**src/rtl/cpu_ctrl_if.sv**
```systemverilog
// cpu_ctrl_if: control bundle between the instruction sequencer and the CPU datapath/memory port A.
interface cpu_ctrl_if;
    logic [15:0] mem_q;
    logic        flag_z;
    logic        flag_n;
    logic [15:0] reg_enable;
    logic [3:0]  mux_a_sel;
    logic [3:0]  mux_b_sel;
    logic        mux_c_sel;
    logic [15:0] alu_control;
    logic        flag_enable;
    logic        pc_enable;
    logic        pc_load;
    logic        pc_mux_sel;
    logic        ld_mux_sel;
    logic        mem_we;
    logic        halted;
    logic [2:0]  state_dbg;

    modport master (
        input  mem_q, flag_z, flag_n,
        output reg_enable, mux_a_sel, mux_b_sel, mux_c_sel, alu_control, flag_enable,
               pc_enable, pc_load, pc_mux_sel, ld_mux_sel, mem_we, halted, state_dbg
    );

    modport slave (
        output mem_q, flag_z, flag_n,
        input  reg_enable, mux_a_sel, mux_b_sel, mux_c_sel, alu_control, flag_enable,
               pc_enable, pc_load, pc_mux_sel, ld_mux_sel, mem_we, halted, state_dbg
    );
endinterface

```
**src/rtl/cpu_control_fsm.sv**
```systemverilog
// cpu_control_fsm: multi-cycle fetch/decode/execute/load/store sequencer for the 16-bit CPU.
module cpu_control_fsm #(
    parameter logic [3:0] RTYPE_OP  = 4'h0,
    parameter logic [3:0] MEM_OP    = 4'h4,
    parameter logic [3:0] HALT_OP   = 4'hF,
    parameter logic [3:0] EXT_LOAD  = 4'h0,
    parameter logic [3:0] EXT_STOR  = 4'h4,
    parameter logic [3:0] EXT_JCOND = 4'hC
) (
    input  logic      clk,
    input  logic      reset,
    cpu_ctrl_if.master bus
);
    typedef enum logic [2:0] {
        FETCH = 3'd0, DECODE = 3'd1, EXEC = 3'd2, LD_ADDR = 3'd3,
        LD_WB = 3'd4, STORE = 3'd5, HALT = 3'd6, BAD = 3'd7
    } state_t;

    state_t      state, next;
    logic [15:0] ir;
    logic [3:0]  op, ext, rd, rs;
    logic        taken;

    assign op  = ir[15:12];
    assign rd  = ir[11:8];
    assign ext = ir[7:4];
    assign rs  = ir[3:0];
    assign taken = rd == 4'b0000 ? bus.flag_z :
                   rd == 4'b0001 ? !bus.flag_z :
                   rd == 4'b1100 ? bus.flag_n :
                   rd == 4'b1110;

    always_ff @(posedge clk or posedge reset) begin
        if (reset) begin
            state <= FETCH;
            ir    <= '0;
        end else begin
            state <= next;
            if (state == DECODE) ir <= bus.mem_q;
        end
    end

    always_comb begin
        next            = FETCH;
        bus.reg_enable  = '0;
        bus.mux_a_sel   = '0;
        bus.mux_b_sel   = '0;
        bus.mux_c_sel   = 1'b0;
        bus.alu_control = '0;
        bus.flag_enable = 1'b0;
        bus.pc_enable   = 1'b0;
        bus.pc_load     = 1'b0;
        bus.pc_mux_sel  = 1'b0;
        bus.ld_mux_sel  = 1'b0;
        bus.mem_we      = 1'b0;
        bus.halted      = 1'b0;
        bus.state_dbg   = state;
        case (state)
            FETCH:  next = DECODE;
            DECODE: next = EXEC;
            EXEC: begin
                if (op == MEM_OP) begin
                    if (ext == EXT_LOAD) next = LD_ADDR;
                    else if (ext == EXT_STOR) next = STORE;
                    else if (ext == EXT_JCOND) begin
                        bus.mux_a_sel = rs;
                        bus.pc_load   = taken;
                        bus.pc_enable = !taken;
                    end else bus.pc_enable = 1'b1;
                end else if (op == HALT_OP) next = HALT;
                else begin
                    // R-type and immediate ALU ops differ only in the bus B / immediate select
                    bus.mux_a_sel   = rd;
                    bus.mux_b_sel   = op == RTYPE_OP ? rs : 4'h0;
                    bus.mux_c_sel   = op != RTYPE_OP;
                    bus.alu_control = ir;
                    bus.reg_enable  = 16'h1 << rd;
                    bus.flag_enable = 1'b1;
                    bus.pc_enable   = 1'b1;
                end
            end
            LD_ADDR: begin
                bus.mux_a_sel  = rs;
                bus.pc_mux_sel = 1'b1;
                next           = LD_WB;
            end
            LD_WB: begin
                bus.mux_a_sel  = rs;
                bus.pc_mux_sel = 1'b1;
                bus.ld_mux_sel = 1'b1;
                bus.reg_enable = 16'h1 << rd;
                bus.pc_enable  = 1'b1;
            end
            STORE: begin
                bus.mux_a_sel  = rs;
                bus.mux_b_sel  = rd;
                bus.pc_mux_sel = 1'b1;
                bus.mem_we     = 1'b1;
                bus.pc_enable  = 1'b1;
            end
            HALT: begin
                bus.halted = 1'b1;
                next       = HALT;
            end
            default: bus.state_dbg = state;
        endcase
        if (state == BAD) bus.state_dbg = 3'd0;
    end
endmodule
```
**src/flat_wrapper.sv**
```systemverilog
// flat-port wrapper written by rule: the top's interface ports become plain ports
module cpu_control_fsm_flat 
#(
    parameter logic [3:0] RTYPE_OP  = 4'h0,
    parameter logic [3:0] MEM_OP    = 4'h4,
    parameter logic [3:0] HALT_OP   = 4'hF,
    parameter logic [3:0] EXT_LOAD  = 4'h0,
    parameter logic [3:0] EXT_STOR  = 4'h4,
    parameter logic [3:0] EXT_JCOND = 4'hC
)
  (clk, reset, bus_mem_q, bus_flag_z, bus_flag_n, bus_reg_enable, bus_mux_a_sel, bus_mux_b_sel, bus_mux_c_sel, bus_alu_control, bus_flag_enable, bus_pc_enable, bus_pc_load, bus_pc_mux_sel, bus_ld_mux_sel, bus_mem_we, bus_halted, bus_state_dbg);
  cpu_ctrl_if bus_i ();
  input  logic clk;
  input  logic reset;
  input wire logic [$bits(bus_i.mem_q)-1:0] bus_mem_q;
  input wire logic [$bits(bus_i.flag_z)-1:0] bus_flag_z;
  input wire logic [$bits(bus_i.flag_n)-1:0] bus_flag_n;
  output wire logic [$bits(bus_i.reg_enable)-1:0] bus_reg_enable;
  output wire logic [$bits(bus_i.mux_a_sel)-1:0] bus_mux_a_sel;
  output wire logic [$bits(bus_i.mux_b_sel)-1:0] bus_mux_b_sel;
  output wire logic [$bits(bus_i.mux_c_sel)-1:0] bus_mux_c_sel;
  output wire logic [$bits(bus_i.alu_control)-1:0] bus_alu_control;
  output wire logic [$bits(bus_i.flag_enable)-1:0] bus_flag_enable;
  output wire logic [$bits(bus_i.pc_enable)-1:0] bus_pc_enable;
  output wire logic [$bits(bus_i.pc_load)-1:0] bus_pc_load;
  output wire logic [$bits(bus_i.pc_mux_sel)-1:0] bus_pc_mux_sel;
  output wire logic [$bits(bus_i.ld_mux_sel)-1:0] bus_ld_mux_sel;
  output wire logic [$bits(bus_i.mem_we)-1:0] bus_mem_we;
  output wire logic [$bits(bus_i.halted)-1:0] bus_halted;
  output wire logic [$bits(bus_i.state_dbg)-1:0] bus_state_dbg;
  assign bus_i.mem_q = bus_mem_q;
  assign bus_i.flag_z = bus_flag_z;
  assign bus_i.flag_n = bus_flag_n;
  assign bus_reg_enable = bus_i.reg_enable;
  assign bus_mux_a_sel = bus_i.mux_a_sel;
  assign bus_mux_b_sel = bus_i.mux_b_sel;
  assign bus_mux_c_sel = bus_i.mux_c_sel;
  assign bus_alu_control = bus_i.alu_control;
  assign bus_flag_enable = bus_i.flag_enable;
  assign bus_pc_enable = bus_i.pc_enable;
  assign bus_pc_load = bus_i.pc_load;
  assign bus_pc_mux_sel = bus_i.pc_mux_sel;
  assign bus_ld_mux_sel = bus_i.ld_mux_sel;
  assign bus_mem_we = bus_i.mem_we;
  assign bus_halted = bus_i.halted;
  assign bus_state_dbg = bus_i.state_dbg;
  cpu_control_fsm #(.RTYPE_OP(RTYPE_OP), .MEM_OP(MEM_OP), .HALT_OP(HALT_OP), .EXT_LOAD(EXT_LOAD), .EXT_STOR(EXT_STOR), .EXT_JCOND(EXT_JCOND)) u_core (.clk(clk), .reset(reset), .bus(bus_i));
endmodule
```
**config.mk**
```make
export PLATFORM = sky130hd
export DESIGN_NAME = cpu_control_fsm_flat
export DESIGN_NICKNAME = d
export VERILOG_FILES = /design/src/rtl/cpu_ctrl_if.sv /design/src/rtl/cpu_control_fsm.sv /design/src/flat_wrapper.sv
export SDC_FILE = /design/constraint.sdc
export NUM_CORES = 1
export LEC_CHECK = 0
export ABC_AREA = 1
export CORE_ASPECT_RATIO = 1.2
export CORE_MARGIN = 2
export CORE_UTILIZATION = 35
export CTS_CLUSTER_DIAMETER = 150
export CTS_CLUSTER_SIZE = 24
export DETAILED_ROUTE_END_ITERATION = 10
export PLACE_DENSITY_LB_ADDON = 0.2
export RECOVER_POWER = 100
export SLEW_MARGIN = 20
export SYNTH_ARGS = -nofsm -noshare
export SYNTH_HDL_FRONTEND = slang
export SYNTH_SLANG_ARGS = --single-unit
```
**constraint.sdc**
```tcl
create_clock -name clk -period 4 [get_ports clk]
set_clock_uncertainty 0.1 [all_clocks]
set_input_delay 0.4 -clock clk [delete_from_list [all_inputs] [get_ports clk]]
set_output_delay 0.4 -clock clk [all_outputs]
set_load 0.05 [all_outputs]
```
==> flow_summary.toml, run 1 <==
[status]
status = "finished clean"

[cts]
clk_pin_slew_ns = 0.07
clock_sinks = 19
ctsResizeCount = 0
hold_buffers = 0
cts_made_buffers = 3
root_buffer = "clkbuf_8"
cts_buffer_depth = 2
cts_tree = "built"
clkLatencyLatePin_ns = 0.26
post_cts_buffers = 0
h-tree-depth = 1

[sta]
hold_viol_final = 0
fin_ws_ns = 0.766
worstMarginPinSlew_ns = 1.25
fin_tns_setup_ns = 0
rsz0062_at_grt = "false"
fmax_mhz = 309
setup-violations-final = 0
period_minus_slack_ns = 3.23
period_share = 0.809
final_max_slew_viol_count = 0
slew_headroom = 0.168

[synthesis]
synth_async_sr_flop_share = 1.00
synth.cell_area_um2 = 1360
synthCells = 226
avgSynthCellArea_um2 = 6.00
synth_edf_count = 0
yosysWarnings = 0
synth_cell_types = 17
ys_seq_area_frac = 0.351
syn_nets = 246
synthFlopType = "dfrtp_1"
synth-seq-cells = 19

[critical_path]
cp.required_ns = 3.50
worstSetupEndpoint = "bus_reg_enable[10]"
timing.rr.start = "u_core.state[2]"
startpoint_type = "flip-flop"
reg2reg_slack_ns = 1.70
worstSetupEndpointType = "output port"
ff2ff_path_depth = 4
cp_max_fo = 14
cp.arrival_ns = 2.73
crit_start = "u_core.state[0]"
path_class = "reg -> out"
crit-reg2reg-capture = "u_core.ir[12]"

[power_and_ir_drop]
ir_drop_mv = 0.556
p_switching_mw = 1.20
p_sw_frac = 0.615
pwr-share-comb = 0.731
clkPwrFrac = 0.068
p_total_mw = 1.96
power_frac_seq = 0.201
internal_power_mw = 0.753
p_leak_nw = 1.17
power_density_nw_per_um2 = 913

[routing]
routed_wire_length_per_instance_um = 11.1
via_count = 1617
dr.pass1.iters = 4
avgViaCountPerCell = 4.63
drt_wl_total_mm = 3.89
drc_errors = 0
drt_iter0_markers = 37
postRouteAntennaNets = 0

[floorplanning]
coreArea_um2 = 3660
start_util = 0.370
die_area_um2 = 4390
die_h_um = 72.2
num_rows = 24
die_x_um = 60.8
io_pins = 71

[global_routing]
antenna_found_initial = 0
gr-total-overflow = 0
grtUsageTotal = 0.185
grt_pass1_wl_mm = 6.21
grt_start_max_net_pins = 32
grt_pass1_vias = 1455

[final_layout]
fill_cells = 369
fin_nets = 318
diodes = 0
drive_gt1_frac = 0.0269
area_growth_pct = 57.9
postLayoutCellArea_um2 = 2140
post-route-util = 0.585

[placed_design]
routabilityCongestion = 0.921
placed_area_um2 = 2100
dp_hpwl_mm = 3.10
io_buffers = 70
dpl_worst_slack_ns = 1.09

[hold_path]
hold_path_class = "reg -> reg"

[job]
drv_cap = 0
==> power groups by stage <==
stage               logic (mW)  clock network, mW  registers [mW]
global route              1.55              0.141           0.408
CTS                       1.50              0.135           0.393
floorplan                 1.08                  0           0.372
detailed placement        1.50                  0           0.396
global placement          1.49                  0           0.393
finish                    1.43              0.132           0.394
==> cells in the mapped netlist (2+ instances only) <==
library cell	number	area share
nand2_1	55	0.15
a21oi_1	18	0.066
o21ai_0	9	0.033
mux2_2	2	0.017
inv_1	32	0.089
nor2_1	67	0.19
nand3_1	14	0.052
buf_2	2	0.0074
dfrtp_1	19	0.35
==> worst max-delay path: stages, from the launching register on <==
cell	delay [ns]
dfrtp_1	0.44
inv_1	0.13
nand2_2	0.08
nor2_4	0.21
nand3_2	0.31
nand2_1	0.22
nand2_1	0.13
nor2_1	0.10
dlygate4sd3_1	0.87
==> state kept, by name, indices dropped and copies added (netlist names) <==
register	count
u_core.ir	16
u_core.state	3
==> cells in the final DEF, fill, tap and decap left out, drive strengths merged <==
cell / n
a21oi: 18
clkbuf: 5
clkdlybuf4s50: 18
dfrtp: 19
dlygate4sd3: 52
inv: 32
mux2: 2
nand2: 56
nand3: 15
nor2: 68
o21ai: 10
o22ai: 1
o31ai: 1
==> worst min path at each step <==
stage	startpoint	endpoint	slack (ns)	cells after the start
floorplan	reset	u_core.ir[0]	0.25	1
global placement	u_core.ir[5]	u_core.ir[5]	0.43	2
detailed placement	u_core.ir[5]	u_core.ir[5]	0.44	2
CTS	u_core.ir[5]	u_core.ir[5]	0.46	2
global route	u_core.ir[5]	u_core.ir[5]	0.47	2
finish	u_core.ir[5]	u_core.ir[5]	0.46	2
==> layer usage <==
layer,GRT usage,wire (µm),vias up
met5,0,0,-
met4,0.0749,79,0
met3,0.0232,233,7
met2,0.311,1930,63
met1,0.237,1650,703
li1,-,-,844
==> metrics by stage <==
stage               cells  hold WS, ns
detailed placement    345        0.441
global route          349        0.472
finish                349        0.458
floorplan             226        0.251
CTS                   349        0.457
global placement      345        0.432
==> cell families after synthesis <==
kind of cell / after synthesis / share of synthesized area
simple gates: 139 / 0.410
flops: 19 / 0.351
compound gates: 30 / 0.113
mux: 2 / 0.0166
buf+inv: 36 / 0.110
==> area by class of cell <==
cell class,count,area (µm²),share of cell area
Multi-Input combinational cell,171,732,0.342
Clock buffer,4,45.0,0.0210
Inverter,32,120,0.0561
Timing Repair Buffer,71,704,0.329
Tap cell,52,65.1,0.0304
Sequential cell,19,475,0.222
Note: power is estimated with default switching activity, not from simulation.
==> run 2: changes to the inputs <==
==> constraint.sdc (replaced) <==
create_clock -name clk -period 2.7 [get_ports clk]
set_clock_uncertainty 0.1 [all_clocks]
set_input_delay 0.27 -clock clk [delete_from_list [all_inputs] [get_ports clk]]
set_output_delay 0.27 -clock clk [all_outputs]
set_load 0.05 [all_outputs]
==> run 2 against run 1 <==
Effect of this change:
- cell area is 8.1% lower
- hold slack lost 0.0033 ns
- flip-flop and latch count did not move
- first-iteration DRC count rose by 76%
- highest routed layer unchanged
==> flow_summary.toml, run 2 (synthesized netlist as in run 1, its figures left out) <==
[final_layout]
drive_gt1_frac = 0.0638
fin_nets = 319
largest_register_ffs = 16
area_growth_pct = 45.1
diodes = 0
top_regs = "u_core.ir x16, u_core.state x3"
layout.cells.most_common = "nor2_1"
final_cell_mix = "67 x nor2_1, 55 x nand2_1, 32 x inv_1"
regMostFlops = "u_core.ir"

[critical_path]
path_cells = "inv_1 -> nor2_1 -> nand2_1 -> inv_1 -> clkdlybuf4s50_1"
cp.arrival_ns = 2.10
critPathTopFamily = "buffers and inverters"
cp.required_ns = 2.33
path_class = "reg -> out"
startpoint_type = "flip-flop"
cp_max_fo = 7
worstSetupEndpointType = "output port"
crit_buf_inv = 3
path_common_cell = "inv_1"
cp_slowest_stage_delay_ns = 0.80
crit_path_top_delay_cell = "clkdlybuf4s50_1"

[cts]
cts_tree = "built"
cts_made_buffers = 3
cts_buffer_depth = 2
clk_pin_slew_ns = 0.07
clkLatencyLatePin_ns = 0.25
root_buffer = "clkbuf_8"
post_cts_buffers = 0
ctsResizeCount = 0
hold_buffers = 0
clock_sinks = 19
h-tree-depth = 1

[sta]
rsz0062_at_grt = "false"
final_max_slew_viol_count = 0
period_share = 0.915
worstMarginPinSlew_ns = 1.04
fmax_mhz = 405
slew_headroom = 0.308
fin_tns_setup_ns = 0
period_minus_slack_ns = 2.47
holdWs_ns = 0.455
hold_viol_final = 0
setup-violations-final = 0

[floorplanning]
num_rows = 24
start_util = 0.370
die_h_um = 72.2
die_area_um2 = 4390
die_x_um = 60.8
io_pins = 71
coreArea_um2 = 3660

[global_routing]
globalRouteMet3Util = 0.0160
grt-busiest-layer = "met2"
gr-usage-met2 = 0.336
use_met1 = 0.259
grt_start_max_net_pins = 28
grt_pass1_wl_mm = 6.81
grt_pass1_vias = 1565
gr-total-overflow = 0
grtUsageTotal = 0.198
antenna_found_initial = 0

[routing]
drc_errors = 0
postRouteAntennaNets = 0
routed_wire_length_per_instance_um = 11.7
avgViaCountPerCell = 4.61
drt_wl_total_mm = 4.10
dr.pass1.iters = 4
drt_iter0_markers = 65
via_count = 1615

[hold_path]
hold_path_class = "reg -> reg"

[status]
status = "finished clean"

[placed_design]
dp_hpwl_mm = 3.28
io_buffers = 70
routabilityCongestion = 0.897

[power_and_ir_drop]
p_leak_nw = 1.14
power_density_nw_per_um2 = 1420
ir_drop_mv = 0.722

[job]
drv_cap = 0
[run 2: cell types whose count changed in the layout (fill, tap and decap cells not counted)]
cell / previous run / this run
clkdlybuf4s50_1: 18 / 19
o21ai_0: 9 / 10
dlygate4sd3_1: 52 / 8
clkbuf_2: 0 / 8
dlymetal6s2s_1: 0 / 8
clkbuf_1: 2 / 27
buf_4: 0 / 3
o21ai_1: 1 / 0
[run 2: metal layers]
metal / vias to the layer above / wire length, µm
li1: 841 / -
met1: 705 / 1790
met2: 59 / 1970
met3: 10 / 244
met4: 0 / 97
met5: - / 0
[run 2: cell type report]
cell class / instances / area, µm²
timing repair buffer: 72 / 531
tap: 52 / 65.1
clock buffer: 4 / 45.0
sequential: 19 / 475
multi-input combinational: 171 / 732
inverter: 32 / 120
fill: 415 / 1700
[run 2: metrics by stage]
stage	power (mW)	instance area, µm²	utilization	setup WS [ns]	cells
floorplan	2.16	1360	-	0.190	226
global placement	2.81	2220	0.606	0.359	346
detailed placement	2.83	2220	0.606	0.306	346
CTS	3.03	2260	0.618	0.0277	350
global route	3.03	1970	0.537	0.0626	350
finish	2.80	1970	0.537	0.230	350
[run 2: worst min-delay path, stage by stage, from the launching register on]
cell	delay (ns)
dfrtp_1	0.34
inv_1	0.06
a21oi_1	0.11
[run 2: worst paths after layout]
path                                 start         endpoint  slack [ns]  cells past startpoint
min reg2reg                   u_core.ir[5]     u_core.ir[5]        0.45                      2
min in group asynchronous            reset    u_core.ir[11]        0.47                      2
max                        u_core.state[2]       bus_mem_we        0.23                      5
max reg2reg                u_core.state[2]     u_core.ir[0]        0.64                      4
max in group asynchronous            reset  u_core.state[0]        1.58                      2
min                           u_core.ir[5]     u_core.ir[5]        0.45                      2
[run 2: where the power goes]
group | switching [mW] | internal (mW) | total (mW) | leakage (nW)
registers | 0.158 | 0.429 | 0.587 | 0.215
clock network | 0.0867 | 0.105 | 0.191 | 0.0228
logic | 1.55 | 0.467 | 2.02 | 0.899
==> run 3: changes to the inputs <==
--- a/config.mk
+++ b/config.mk
@@ -8,7 +8,7 @@
 export ABC_AREA = 1
 export CORE_ASPECT_RATIO = 1.2
 export CORE_MARGIN = 2
-export CORE_UTILIZATION = 35
+export CORE_UTILIZATION = 36
 export CTS_CLUSTER_DIAMETER = 150
 export CTS_CLUSTER_SIZE = 24
 export DETAILED_ROUTE_END_ITERATION = 10
==> run 3 against run 2 <==
Effect of this change:
- die area is 2.6% lower
- highest routed layer unchanged
- final cell count up 0.29%
- total power is 0.28% higher
- register-to-register slack worse by 0.18 ns
- largest power group unchanged
- non-clock buffer count rose by 1
- critical path depth unchanged
- largest cell class unchanged
- critical endpoint is now bus_alu_control[12]
- combinational power about the same
- count of clock-buffer cells in the layout unchanged
- cell area grew 0.83%
==> flow_summary.toml, run 3 (synthesized netlist as in run 1, its figures left out) <==
[sta]
setup-violations-final = 0
final_max_slew_viol_count = 0
slew_headroom = 0.191
fmax_mhz = 405
worstMarginPinSlew_ns = 1.21
hold_viol_final = 0
fin_tns_setup_ns = 0
period_share = 0.914
rsz0062_at_grt = "false"
period_minus_slack_ns = 2.47

[routing]
postRouteAntennaNets = 0
dr.pass1.iters = 4
drt_wl_total_mm = 4.06
avgViaCountPerCell = 4.67
drt_iter0_markers = 33
routed_wire_length_per_instance_um = 11.6
drc_errors = 0
via_count = 1638

[floorplanning]
start_util = 0.373
coreArea_um2 = 3630
die_h_um = 71.2
die_area_um2 = 4280
die_x_um = 60.0
io_pins = 71
num_rows = 24

[final_layout]
layout.cells.most_common = "nor2_1"
drive_gt1_frac = 0.0502
final_cell_mix = "67 x nor2_1, 55 x nand2_1, 32 x inv_1"
largest_register_ffs = 16
fin_nets = 320
top_regs = "u_core.ir x16, u_core.state x3"
diodes = 0
regMostFlops = "u_core.ir"
post-route-util = 0.546
area_growth_pct = 46.3

[cts]
h-tree-depth = 1
cts_made_buffers = 3
ctsResizeCount = 0
hold_buffers = 0
root_buffer = "clkbuf_8"
clock_sinks = 19
cts_tree = "built"
cts_buffer_depth = 2
post_cts_buffers = 0
clkLatencyLatePin_ns = 0.25
clk_pin_slew_ns = 0.07

[power_and_ir_drop]
p_switching_mw = 1.80
ir_drop_mv = 0.540
p_leak_nw = 1.17
pwr-share-comb = 0.722
clkPwrFrac = 0.070
internal_power_mw = 1.00
power_density_nw_per_um2 = 1410
power_frac_seq = 0.209
p_sw_frac = 0.643

[placed_design]
routabilityCongestion = 0.894
dp_hpwl_mm = 3.27
io_buffers = 70

[global_routing]
grt_start_max_net_pins = 32
grt_pass1_vias = 1536
gr-total-overflow = 0
grtUsageTotal = 0.205
antenna_found_initial = 0
grt_pass1_wl_mm = 6.91

[hold_path]
holdPathStages = 2
hold_path_class = "reg -> reg"
hold_end = "u_core.ir[5]"
min-delay-start = "u_core.ir[5]"

[critical_path]
startpoint_type = "flip-flop"
reg2reg_slack_ns = 0.46
ff2ff_path_depth = 4
cp_max_fo = 6
cp.required_ns = 2.33
crit-reg2reg-capture = "u_core.ir[13]"
worstSetupEndpointType = "output port"
path_class = "reg -> out"
cp.arrival_ns = 2.10
timing.rr.start = "u_core.state[2]"

[status]
status = "finished clean"

[job]
drv_cap = 0
[run 3: cell types whose count changed in the layout (fill, tap and decap cells not counted)]
cell / change
clkbuf_2: -4
clkbuf_1: +3
dlymetal6s2s_1: +2
[run 3: cell type report]
cell class | instances | area [µm²]
Inverter | 32 | 120
Timing Repair Buffer | 73 | 547
Multi-Input combinational cell | 171 | 732
Clock buffer | 4 | 45.0
Sequential cell | 19 | 475
Fill cell | 394 | 1650
Tap cell | 52 | 65.1
[run 3: critical path, cell delays in order, from the launching register on]
cell,delay (ns)
dfrtp_1,0.45
inv_1,0.10
nor2_1,0.13
nand2_1,0.15
nor2_1,0.13
dlygate4sd3_1,0.88
[run 3: worst max-delay path by stage]
stage,startpoint,end,cells after the start
final,u_core.state[1],bus_alu_control[12],5
after global routing,u_core.state[1],bus_alu_control[12],5
after CTS,u_core.state[2],bus_mux_b_sel[2],5
after detailed placement,u_core.state[2],bus_mux_b_sel[2],5
after global placement,u_core.state[2],bus_mux_b_sel[2],5
after floorplan,u_core.state[0],bus_mux_a_sel[2],7
[run 3: routing by layer]
metal	share of wire	track usage	vias to the layer above
met5	0	0	-
met4	0.025	0.0765	0
met3	0.054	0.0271	11
met1	0.44	0.261	718
li1	-	-	846
met2	0.48	0.349	63
[run 3: through the flow]
step | hold slack (ns) | cells | total power [mW] | worst slack, ns | area, µm²
global route | 0.497 | 351 | 3.03 | 0.0814 | 1980
global placement | 0.435 | 347 | 2.81 | 0.359 | 2230
finish | 0.462 | 351 | 2.81 | 0.232 | 1980
CTS | 0.352 | 351 | 3.04 | 0.0290 | 2270
detailed placement | 0.450 | 347 | 2.84 | 0.313 | 2230
floorplan | 0.121 | 226 | 2.16 | 0.190 | 1360
[run 3: power groups by stage]
stage	registers [mW]	clock network [mW]	logic [mW]
3_5_place_dp	0.587	0	2.25
6_report	0.585	0.196	2.02
3_3_place_gp	0.580	0	2.23
4_1_cts	0.583	0.199	2.26
2_1_floorplan	0.551	0	1.61
5_1_grt	0.612	0.205	2.22
